[src/rtl/regfile_scoreboard_if.sv]
// Bundles the read, reserve and writeback ports of the regfile scoreboard.
// The master side is the pipeline; the slave side is the register file.
interface regfile_scoreboard_if #(
  parameter int AW    = 2,
  parameter int WIDTH = 32
);
  logic [AW-1:0]    ra_addr;
  logic [WIDTH-1:0] ra_data;
  logic             ra_busy;
  logic [AW-1:0]    rb_addr;
  logic [WIDTH-1:0] rb_data;
  logic             rb_busy;
  logic             rsv_valid;
  logic [AW-1:0]    rsv_addr;
  logic             rsv_ready;
  logic             wb_valid;
  logic [AW-1:0]    wb_addr;
  logic [WIDTH-1:0] wb_data;
  logic             err;

  modport master (
    output ra_addr, rb_addr, rsv_valid, rsv_addr, wb_valid, wb_addr, wb_data,
    input  ra_data, ra_busy, rb_data, rb_busy, rsv_ready, err
  );

  modport slave (
    input  ra_addr, rb_addr, rsv_valid, rsv_addr, wb_valid, wb_addr, wb_data,
    output ra_data, ra_busy, rb_data, rb_busy, rsv_ready, err
  );
endinterface

[src/rtl/regfile_scoreboard.sv]
// Register file with per-register outstanding-write counters, writeback-to-read
// bypass, optional hardwired-zero r0 and a sticky protocol-error flag.
module regfile_scoreboard #(
  parameter int AW       = 2,
  parameter int WIDTH    = 32,
  parameter int CNT_W    = 2,
  parameter int ZERO_REG = 0
) (
  input  logic                 clk,
  input  logic                 rst,
  regfile_scoreboard_if.slave  rf_if
);
  localparam int               NREG    = 2 ** AW;
  localparam logic [CNT_W-1:0] CMAX    = '1;
  localparam logic [CNT_W-1:0] CNT_ONE = CNT_W'(1);
  localparam logic [NREG-1:0]  ZMASK   = (ZERO_REG != 0) ? NREG'(1) : '0;

  logic [NREG-1:0][WIDTH-1:0] data_q, data_d;
  logic [NREG-1:0][CNT_W-1:0] cnt_q, cnt_d;
  logic                       err_q, err_d;

  logic [NREG-1:0] wb_hit;
  logic [NREG-1:0] rsv_acc;
  logic            ra_zero, rb_zero, rsv_zero;
  logic            rsv_ok;

  assign ra_zero  = ZMASK[rf_if.ra_addr];
  assign rb_zero  = ZMASK[rf_if.rb_addr];
  assign rsv_zero = ZMASK[rf_if.rsv_addr];

  always_comb begin
    for (int i = 0; i < NREG; i++) begin
      wb_hit[i] = rf_if.wb_valid && (rf_if.wb_addr == AW'(i)) && !ZMASK[i];
    end
  end

  // A writeback in the same cycle frees a slot, so a saturated counter can still accept.
  assign rsv_ok = rsv_zero || (cnt_q[rf_if.rsv_addr] != CMAX) || wb_hit[rf_if.rsv_addr];
  assign rf_if.rsv_ready = rsv_ok;

  always_comb begin
    for (int i = 0; i < NREG; i++) begin
      rsv_acc[i] = rf_if.rsv_valid && rsv_ok && (rf_if.rsv_addr == AW'(i)) && !ZMASK[i];
    end
  end

  assign rf_if.ra_data = ra_zero ? '0 :
                         wb_hit[rf_if.ra_addr] ? rf_if.wb_data : data_q[rf_if.ra_addr];
  assign rf_if.rb_data = rb_zero ? '0 :
                         wb_hit[rf_if.rb_addr] ? rf_if.wb_data : data_q[rf_if.rb_addr];

  assign rf_if.ra_busy = !ra_zero &&
                         ((cnt_q[rf_if.ra_addr] > CNT_ONE) ||
                          ((cnt_q[rf_if.ra_addr] == CNT_ONE) && !wb_hit[rf_if.ra_addr]));
  assign rf_if.rb_busy = !rb_zero &&
                         ((cnt_q[rf_if.rb_addr] > CNT_ONE) ||
                          ((cnt_q[rf_if.rb_addr] == CNT_ONE) && !wb_hit[rf_if.rb_addr]));

  assign rf_if.err = err_q;

  always_comb begin
    err_d = err_q;
    for (int i = 0; i < NREG; i++) begin
      data_d[i] = wb_hit[i] ? rf_if.wb_data : data_q[i];
      case ({rsv_acc[i], wb_hit[i] && (cnt_q[i] != '0)})
        2'b10:   cnt_d[i] = cnt_q[i] + CNT_ONE;
        2'b01:   cnt_d[i] = cnt_q[i] - CNT_ONE;
        default: cnt_d[i] = cnt_q[i];
      endcase
      // A writeback with nothing outstanding is a protocol error unless it pairs with a new reservation.
      if (wb_hit[i] && (cnt_q[i] == '0) && !rsv_acc[i]) begin
        err_d = 1'b1;
      end
    end
  end

  always_ff @(posedge clk or posedge rst) begin
    if (rst) begin
      data_q <= '0;
      cnt_q  <= '0;
      err_q  <= 1'b0;
    end else begin
      data_q <= data_d;
      cnt_q  <= cnt_d;
      err_q  <= err_d;
    end
  end
endmodule
[src/flat_wrapper.sv]
// flat-port wrapper written by rule: the top's interface ports become plain ports
module regfile_scoreboard_flat 
#(
  parameter int AW       = 2,
  parameter int WIDTH    = 32,
  parameter int CNT_W    = 2,
  parameter int ZERO_REG = 0
)
  (clk, rst, rf_if_ra_addr, rf_if_rb_addr, rf_if_rsv_valid, rf_if_rsv_addr, rf_if_wb_valid, rf_if_wb_addr, rf_if_wb_data, rf_if_ra_data, rf_if_ra_busy, rf_if_rb_data, rf_if_rb_busy, rf_if_rsv_ready, rf_if_err);
  regfile_scoreboard_if #(.AW(AW), .WIDTH(WIDTH)) rf_if_i ();
  input  logic clk;
  input  logic rst;
  input wire logic [$bits(rf_if_i.ra_addr)-1:0] rf_if_ra_addr;
  input wire logic [$bits(rf_if_i.rb_addr)-1:0] rf_if_rb_addr;
  input wire logic [$bits(rf_if_i.rsv_valid)-1:0] rf_if_rsv_valid;
  input wire logic [$bits(rf_if_i.rsv_addr)-1:0] rf_if_rsv_addr;
  input wire logic [$bits(rf_if_i.wb_valid)-1:0] rf_if_wb_valid;
  input wire logic [$bits(rf_if_i.wb_addr)-1:0] rf_if_wb_addr;
  input wire logic [$bits(rf_if_i.wb_data)-1:0] rf_if_wb_data;
  output wire logic [$bits(rf_if_i.ra_data)-1:0] rf_if_ra_data;
  output wire logic [$bits(rf_if_i.ra_busy)-1:0] rf_if_ra_busy;
  output wire logic [$bits(rf_if_i.rb_data)-1:0] rf_if_rb_data;
  output wire logic [$bits(rf_if_i.rb_busy)-1:0] rf_if_rb_busy;
  output wire logic [$bits(rf_if_i.rsv_ready)-1:0] rf_if_rsv_ready;
  output wire logic [$bits(rf_if_i.err)-1:0] rf_if_err;
  assign rf_if_i.ra_addr = rf_if_ra_addr;
  assign rf_if_i.rb_addr = rf_if_rb_addr;
  assign rf_if_i.rsv_valid = rf_if_rsv_valid;
  assign rf_if_i.rsv_addr = rf_if_rsv_addr;
  assign rf_if_i.wb_valid = rf_if_wb_valid;
  assign rf_if_i.wb_addr = rf_if_wb_addr;
  assign rf_if_i.wb_data = rf_if_wb_data;
  assign rf_if_ra_data = rf_if_i.ra_data;
  assign rf_if_ra_busy = rf_if_i.ra_busy;
  assign rf_if_rb_data = rf_if_i.rb_data;
  assign rf_if_rb_busy = rf_if_i.rb_busy;
  assign rf_if_rsv_ready = rf_if_i.rsv_ready;
  assign rf_if_err = rf_if_i.err;
  regfile_scoreboard #(.AW(AW), .WIDTH(WIDTH), .CNT_W(CNT_W), .ZERO_REG(ZERO_REG)) u_core (.clk(clk), .rst(rst), .rf_if(rf_if_i));
endmodule
[config.mk]
export PLATFORM = sky130hd
export DESIGN_NAME = regfile_scoreboard_flat
export DESIGN_NICKNAME = d
export VERILOG_FILES = /design/src/rtl/regfile_scoreboard_if.sv /design/src/rtl/regfile_scoreboard.sv /design/src/flat_wrapper.sv
export SDC_FILE = /design/constraint.sdc
export NUM_CORES = 1
export LEC_CHECK = 0
export ABC_CLOCK_PERIOD_IN_PS = 5690
export CAP_MARGIN = 20
export CELL_PAD_IN_SITES_DETAIL_PLACEMENT = 1
export CELL_PAD_IN_SITES_GLOBAL_PLACEMENT = 1
export CORE_MARGIN = 5
export CORE_UTILIZATION = 45
export DETAILED_ROUTE_END_ITERATION = 10
export GPL_TIMING_DRIVEN = 0
export PLACE_DENSITY_LB_ADDON = 0.1
export SLEW_MARGIN = 5
export SYNTH_ARGS = -nofsm -noshare
export SYNTH_HDL_FRONTEND = slang
export SYNTH_SLANG_ARGS = --single-unit
[constraint.sdc]
create_clock -name clk -period 5.69 [get_ports clk]
set_input_delay 1.707 -clock clk [delete_from_list [all_inputs] [get_ports clk]]
set_output_delay 1.707 -clock clk [all_outputs]
set_load 0.005 [all_outputs]
# Yosys cells after proc, flatten, opt, wreduce, memory -nomap -nowiden
# Index checks and enable logic that the tools add are counted.
[word_totals] reg_bits=137 in_bits=44 output_inout_bits=68 elab_cells=125
[op_classes] add_sub_neg=8 n_lt_le_gt_ge=5 n_eq_ne=17 n_mux=34 reduce_logical=52
[op_table] op="$mux W32" count=6
[op_table] op="$bmux W32 S2" count=2
[op_table] op="$logic_and A1 B1 Y1" count=25
[op_table] op="$eq A2 B1 Y1 const B" count=8
[op_table] op="$eq A2 B2 Y1 const B" count=8
[op_table] op="$pmux W2 S2" count=4
[op_table] op="$reduce_bool A2 Y1" count=8
[op_table] op="$bmux W1 S2" count=6
[op_table] op="$bmux W2 S2" count=3
[op_table] op="$logic_not A2 Y1" count=6
[op_table] op="$mux W1" count=10
[op_table] op="$lt A2 B3 Y1 const B" count=3
[op_table] op="$add A2 B1 Y2 const B" count=4
[op_table] op="$logic_not A1 Y1" count=8
[op_table] op="$sub A2 B1 Y2 const B" count=4
[op_table] op="$mux W2" count=3
[op_table] op="$gt A2 B1 Y1 const B" count=2
[op_table] op="$logic_or A1 B1 Y1" count=4
[op_table] op="$reduce_bool A4 Y1" count=1
[op_table] op="$ne A2 B2 Y1 const B" count=1

# Longest topological paths before layout
# Gate-level depths: netlist of run 1.
[logic_depth] word_depth=13 depth_mapped=9 ltp_nobuf=8

# Worst setup path after synthesis of run 1
# OpenSTA, ideal clock, no wires.
[synth_path] path_type="input to output" startpoint="in rf_if_ra_addr[1]" endpoint="out rf_if_ra_data[10]" arrival_ns=2.848 t_required_ns=3.983 slack_ns=1.135 cell_stages=4 path_buffers=2 cell_sequence="buf_2 -> clkbuf_1 -> mux4_2 -> mux2_2"
[synth_via] elab_chain_len=4 word_cells_on_any_way=8 classes_between="8 x mux"
[synth_lines] element="start, declared" line_no="flat_wrapper.sv:13" rtl="input wire logic [$bits(rf_if_i.ra_addr)-1:0] rf_if_ra_addr;"
[synth_lines] element="$bmux W32 S2 / $bmux W1 S2 (equally long branches)" line_no="regfile_scoreboard.sv:48" rtl="wb_hit[rf_if.ra_addr] ? rf_if.wb_data : data_q[rf_if.ra_addr];"
[synth_lines] element="$mux W32 (implied by the code) / $mux W1 (equally long branches)" line_no="regfile_scoreboard.sv:48"
[synth_lines] element="$mux W32" line_no="regfile_scoreboard.sv:48"
[synth_lines] element="$mux W32 *" line_no="regfile_scoreboard.sv:47" rtl="assign rf_if.ra_data = ra_zero ? '0 :"
[synth_lines] element="end, declared" line_no="flat_wrapper.sv:20" rtl="output wire logic [$bits(rf_if_i.ra_data)-1:0] rf_if_ra_data;"
# Every way passes the cells marked *; elsewhere a longest branch is shown, timed or not. The select of a mux whose other input is x is not followed.

# Final worst setup path of run 1
[layout_path] startpoint="in rf_if_wb_addr[0]" endpoint="out rf_if_rb_busy"
[layout_via] elab_chain_len=8 word_cells_on_any_way=14 classes_between="3 x eq/ne; 2 x mux; 9 x reduce/logical"
[layout_lines] element="start, declared" line_no="flat_wrapper.sv:18" rtl="input wire logic [$bits(rf_if_i.wb_addr)-1:0] rf_if_wb_addr;"
[layout_lines] element="$eq A2 B1 Y1 (tied with other cells)" line_no="regfile_scoreboard.sv:33" rtl="wb_hit[i] = rf_if.wb_valid && (rf_if.wb_addr == AW'(i)) && !ZMASK[i];"
[layout_lines] element="$logic_and A1 B1 Y1" line_no="regfile_scoreboard.sv:33"
[layout_lines] element="$bmux W1 S2 *" line_no="regfile_scoreboard.sv:57" rtl="((cnt_q[rf_if.rb_addr] == CNT_ONE) && !wb_hit[rf_if.rb_addr]));"
[layout_lines] element="$mux W1 (implied by the code) *" line_no="regfile_scoreboard.sv:57"
[layout_lines] element="$logic_not A1 Y1 *" line_no="regfile_scoreboard.sv:57"
[layout_lines] element="$logic_and A1 B1 Y1 *" line_no="regfile_scoreboard.sv:57"
[layout_lines] element="$logic_or A1 B1 Y1 *" line_no="regfile_scoreboard.sv:56" rtl="((cnt_q[rf_if.rb_addr] > CNT_ONE) ||"
[layout_lines] element="$logic_and A1 B1 Y1 *" line_no="regfile_scoreboard.sv:55" rtl="assign rf_if.rb_busy = !rb_zero &&"
[layout_lines] element="end, declared" line_no="flat_wrapper.sv:23" rtl="output wire logic [$bits(rf_if_i.rb_busy)-1:0] rf_if_rb_busy;"
# Marks and branches as above.

==> PnR_summary.wiki, run 1 <==
{| class="wikitable"
! Metric !! Value
|-
| Result of the run || finished clean
|-
| Synth warn || 0
|-
| Max_cap viols || 0
|-
| Worst slew slack as a fraction of its limit || 0.458
|-
| Crit path max fanout || 7
|-
| Port buffer count || 104
|-
| Final clock period utilization by the worst path || 0.969
|-
| Post-cts sizing count || 0
|-
| Initial DRC Count || 167
|-
| Most instantiated flip-flop cell in the synthesis netlist || sky130_fd_sc_hd__dfrtp_1
|-
| Slowest library cell on the worst path || sky130_fd_sc_hd__a2111oi_0
|-
| Share of post-route cells with drive strength above 1 || 0.497
|-
| Count of endpoints failing hold in the final timing report || 0
|-
| Mapped Area || 7890 sq um
|-
| Destination of the worst register-to-register timing path || u_core.cnt_q[7]$_DFFE_PP0P_
|-
| Root cell of the clock tree || sky130_fd_sc_hd__clkbuf_16
|-
| Sort of element at the end of the critical path || output pin
|-
| Total grt overflow || 0
|-
| Power consumption || 0.00358 W
|-
| Via density per instance || 5.77
|-
| Ports || 112
|-
| Chip width || 142 um
|-
| Worst hold path depth || 2
|-
| Cell Pwr Density || 362 nW/um^2
|-
| Cell type contributing the most total cell area after synthesis || sky130_fd_sc_hd__dfrtp_1
|-
| Via count || 5110
|-
| Endpoint, Worst Hold || u_core.rf_if.err$_DFFE_PP0P_
|-
| Worst IR drop on VDD || 0.241 mV
|-
| Clock network latency to the later pin of the worst-skew pair || 420 ps
|-
| Largest cells by area after synthesis || sky130_fd_sc_hd__dfrtp_1 (43%), sky130_fd_sc_hd__mux2_2 (27%), sky130_fd_sc_hd__mux4_2 (18%)
|-
| Startpoint Class || primary input
|-
| Dominant delay contributor by cell family on the critical path || buffers and inverters
|-
| Sum Neg Setup Slack || 0 ps
|-
| Share of the yosys chip area belonging to registers || 0.434
|-
| Worst setup path category || primary input to output pin
|-
| Area growth syn-to-layout || 25.2%
|-
| Final Max Tran Viols || 0
|-
| Vias in the first global route || 5904
|-
| Crit path buf inv count || 2
|-
| Syn Nets || 571
|-
| Filler cell count in the final layout || 1621
|-
| Average wire per standard cell || 23.5 um
|-
| Standard-cell rows || 48
|-
| DIE AREA || 20300 sq um
|-
| Clock tree from TritonCTS || done
|-
| Worst hold start || u_core.rf_if.err$_DFFE_PP0P_
|-
| Gate count after technology mapping || 523
|-
| Initial antenna violation count || 0
|-
| Slew at the pin closest to its max-slew limit || 813 ps
|-
| WL final || 20.8 mm
|-
| Largest net degree at the start of global routing || 83
|-
| Antenna fix cells || 0
|-
| Arrival time of the worst setup path || 3800 ps
|-
| Worst hold path type || flop to flop
|-
| FF-to-FF path depth || 8
|-
| Data required time of the worst path || 3980 ps
|-
| Number of enable flip-flop cells after synthesis || 0
|-
| Hold buffers post-CTS || 0
|-
| Hpwl dp || 14.1 mm
|-
| Leakage component of the power || 3.90 nW
|-
| Crit path cell chain || clkdlybuf4s50_1, xnor2_1, nand3_2, a2111oi_0, nor3_1, clkdlybuf4s50_1
|-
| Final worst path period need || 5510 ps
|-
| Async set-reset flop share out of synthesis || 1.00
|-
| Maximum cell stage delay along the critical path || 560 ps
|-
| Worst clock skew || 3.10 ps
|-
| Final Net Count || 695
|-
| Worst reg2reg startpoint || u_core.cnt_q[0]$_DFFE_PP0P_
|-
| Synthesized area divided by synthesized cell count || 15.1 sq um
|-
| Number of unique standard cell types used by synthesis || 35
|-
| Buffer levels on the longest clock path || 2
|-
| Unrepaired setup endpoints after global routing || false
|-
| Clock slew at the register clock pins of the worst setup and hold paths || 60 ps
|-
| Last weighted congestion value of the routability-driven placer || 0.786
|-
| Tightest hold margin || 498 ps
|-
| Clock buffer count from CTS || 17
|-
| Global-route wire length before repair || 33.7 mm
|-
| Initial Utilization || 0.458
|-
| Peak Freq || 181 MHz
|-
| Final-report setup violation count || 0
|-
| Number of register bits inferred by synthesis || 137
|-
| Remaining routing DRC violations || 0
|-
| Minimum setup slack among reg-to-reg paths || 3590 ps
|-
| Most prevalent standard cell on the critical path || sky130_fd_sc_hd__clkdlybuf4s50_1
|-
| Post-route ant nets || 0
|-
| Synth top area share || 0.434
|-
| Overall track demand over capacity in global routing || 0.216
|-
| Count of clock tree sinks || 137
|-
| Height of the die || 142 um
|-
| Post-CTS repair timing setup buffer count || 0
|-
| Placeable core area || 17200 sq um
|-
| Max H-tree Level || 4
|-
| Top cells by count, synth || sky130_fd_sc_hd__mux2_2 (192), sky130_fd_sc_hd__dfrtp_1 (137), sky130_fd_sc_hd__mux4_2 (64)
|-
| Drt first pass iters || 4
|-
| Most used standard cell by instance count after synthesis || sky130_fd_sc_hd__mux2_2
|}
## metal layers
| metal | vias to the layer above | part of all wire | global-route usage |
|---|---|---|---|
| met4 | 0 | 0.012 | 0.0530 |
| met3 | 19 | 0.040 | 0.0548 |
| met5 | - | 0 | 0 |
| met1 | 2714 | 0.44 | 0.281 |
| li1 | 2270 | - | - |
| met2 | 107 | 0.51 | 0.366 |
## placed cells by master, fill, tap and decap left out, types with 2 or more instances in the layout
cell	count
sky130_fd_sc_hd__nand4b_1	2
sky130_fd_sc_hd__buf_1	6
sky130_fd_sc_hd__clkinvlp_4	3
sky130_fd_sc_hd__a21boi_0	2
sky130_fd_sc_hd__nand2_1	4
sky130_fd_sc_hd__buf_2	19
sky130_fd_sc_hd__dfrtp_1	137
sky130_fd_sc_hd__nor2_1	12
sky130_fd_sc_hd__o211ai_1	4
sky130_fd_sc_hd__bufinv_16	3
sky130_fd_sc_hd__xor2_1	4
sky130_fd_sc_hd__clkbuf_1	6
sky130_fd_sc_hd__clkbuf_16	17
sky130_fd_sc_hd__a21oi_1	3
sky130_fd_sc_hd__ha_1	4
sky130_fd_sc_hd__a2111oi_0	3
sky130_fd_sc_hd__inv_6	3
sky130_fd_sc_hd__buf_6	4
sky130_fd_sc_hd__clkbuf_8	3
sky130_fd_sc_hd__nand3b_2	2
sky130_fd_sc_hd__mux2_2	192
sky130_fd_sc_hd__buf_4	7
sky130_fd_sc_hd__nand3_2	2
sky130_fd_sc_hd__and3b_1	2
sky130_fd_sc_hd__inv_1	2
sky130_fd_sc_hd__clkinv_4	4
sky130_fd_sc_hd__nor3_1	5
sky130_fd_sc_hd__nand3_1	6
sky130_fd_sc_hd__o21ai_0	5
sky130_fd_sc_hd__xnor2_1	14
sky130_fd_sc_hd__clkdlybuf4s50_1	104
sky130_fd_sc_hd__mux4_2	64
## worst reg2reg max path, stage by stage (launching register included)
cell                       delay (ps)
sky130_fd_sc_hd__dfrtp_1          370
sky130_fd_sc_hd__clkbuf_1         220
sky130_fd_sc_hd__nand2_1          110
sky130_fd_sc_hd__o21ai_0           80
sky130_fd_sc_hd__o211ai_1         420
sky130_fd_sc_hd__nand4_1          180
sky130_fd_sc_hd__ha_1             340
sky130_fd_sc_hd__nor2_1           150
sky130_fd_sc_hd__xor2_1           160
## power breakdown
group	leakage (nW)	internal, W	switching [W]
Sequential	1.62	0.00118	0.000163
Combinational	1.98	0.000683	0.000378
Clock	0.299	0.000730	0.000447
Total	3.90	0.00259	0.000988
## worst max path at each step
stage / from / end / slack [ps] / cells past startpoint
global placement: rst / u_core.data_q[67]$_DFFE_PP0P_ / -1550 / 2
floorplan: rst / u_core.cnt_q[0]$_DFFE_PP0P_ / 320 / 1
global route: rf_if_wb_addr[0] / rf_if_rb_busy / 40 / 6
detailed placement: rf_if_wb_addr[0] / rf_if_ra_data[19] / 180 / 6
finish: rf_if_wb_addr[0] / rf_if_rb_busy / 180 / 6
CTS: rf_if_wb_addr[0] / rf_if_ra_data[15] / 170 / 6
## area by class of cell
type | instances | area, sq um | share of cell area
Timing Repair Buffer | 105 | 1070 | 0.108
Clock buffer | 20 | 467 | 0.0472
Buffer | 42 | 238 | 0.0241
Sequential cell | 137 | 3430 | 0.347
Clock inverter | 12 | 165 | 0.0167
Tap cell | 225 | 282 | 0.0285
Inverter | 3 | 16.3 | 0.00165
Multi-Input combinational cell | 341 | 4220 | 0.427
## registers in the layout, indices dropped and copies added (netlist names)
| register | flops |
|---|---|
| u_core.rf_if.err | 1 |
| u_core.cnt_q | 8 |
| u_core.data_q | 128 |
## through the flow
step | instance area, sq um | setup WS, ps | util | cells
final | 9880 | 179 | 0.573 | 885
after global routing | 9880 | 39.7 | 0.573 | 885
after CTS | 9880 | 171 | 0.573 | 885
after detailed placement | 9250 | 184 | 0.536 | 853
after global placement | 9210 | -1550 | 0.535 | 852
after floorplan | 7890 | 315 | - | 523
## kinds of logic (layout without fill, tap and decap cells)
| logic type | count (synthesis) | after routing | synth area share |
|---|---|---|---|
| flops | 137 | 137 | 0.434 |
| compound gates | 22 | 22 | 0.0192 |
| buf+inv | 45 | 182 | 0.0316 |
| mux | 256 | 256 | 0.457 |
| fa+ha+maj | 4 | 4 | 0.00634 |
| simple gates | 41 | 41 | 0.0319 |
| xor+xnor | 18 | 18 | 0.0200 |
Power figures use the tool's default switching activity.
==> inputs of run 2 (changes only) <==
- SKIP_CTS_REPAIR_TIMING: unset -> 1
==> results of run 2 <==
No change in the layout: final DEF, timing and power equal those of run 1.
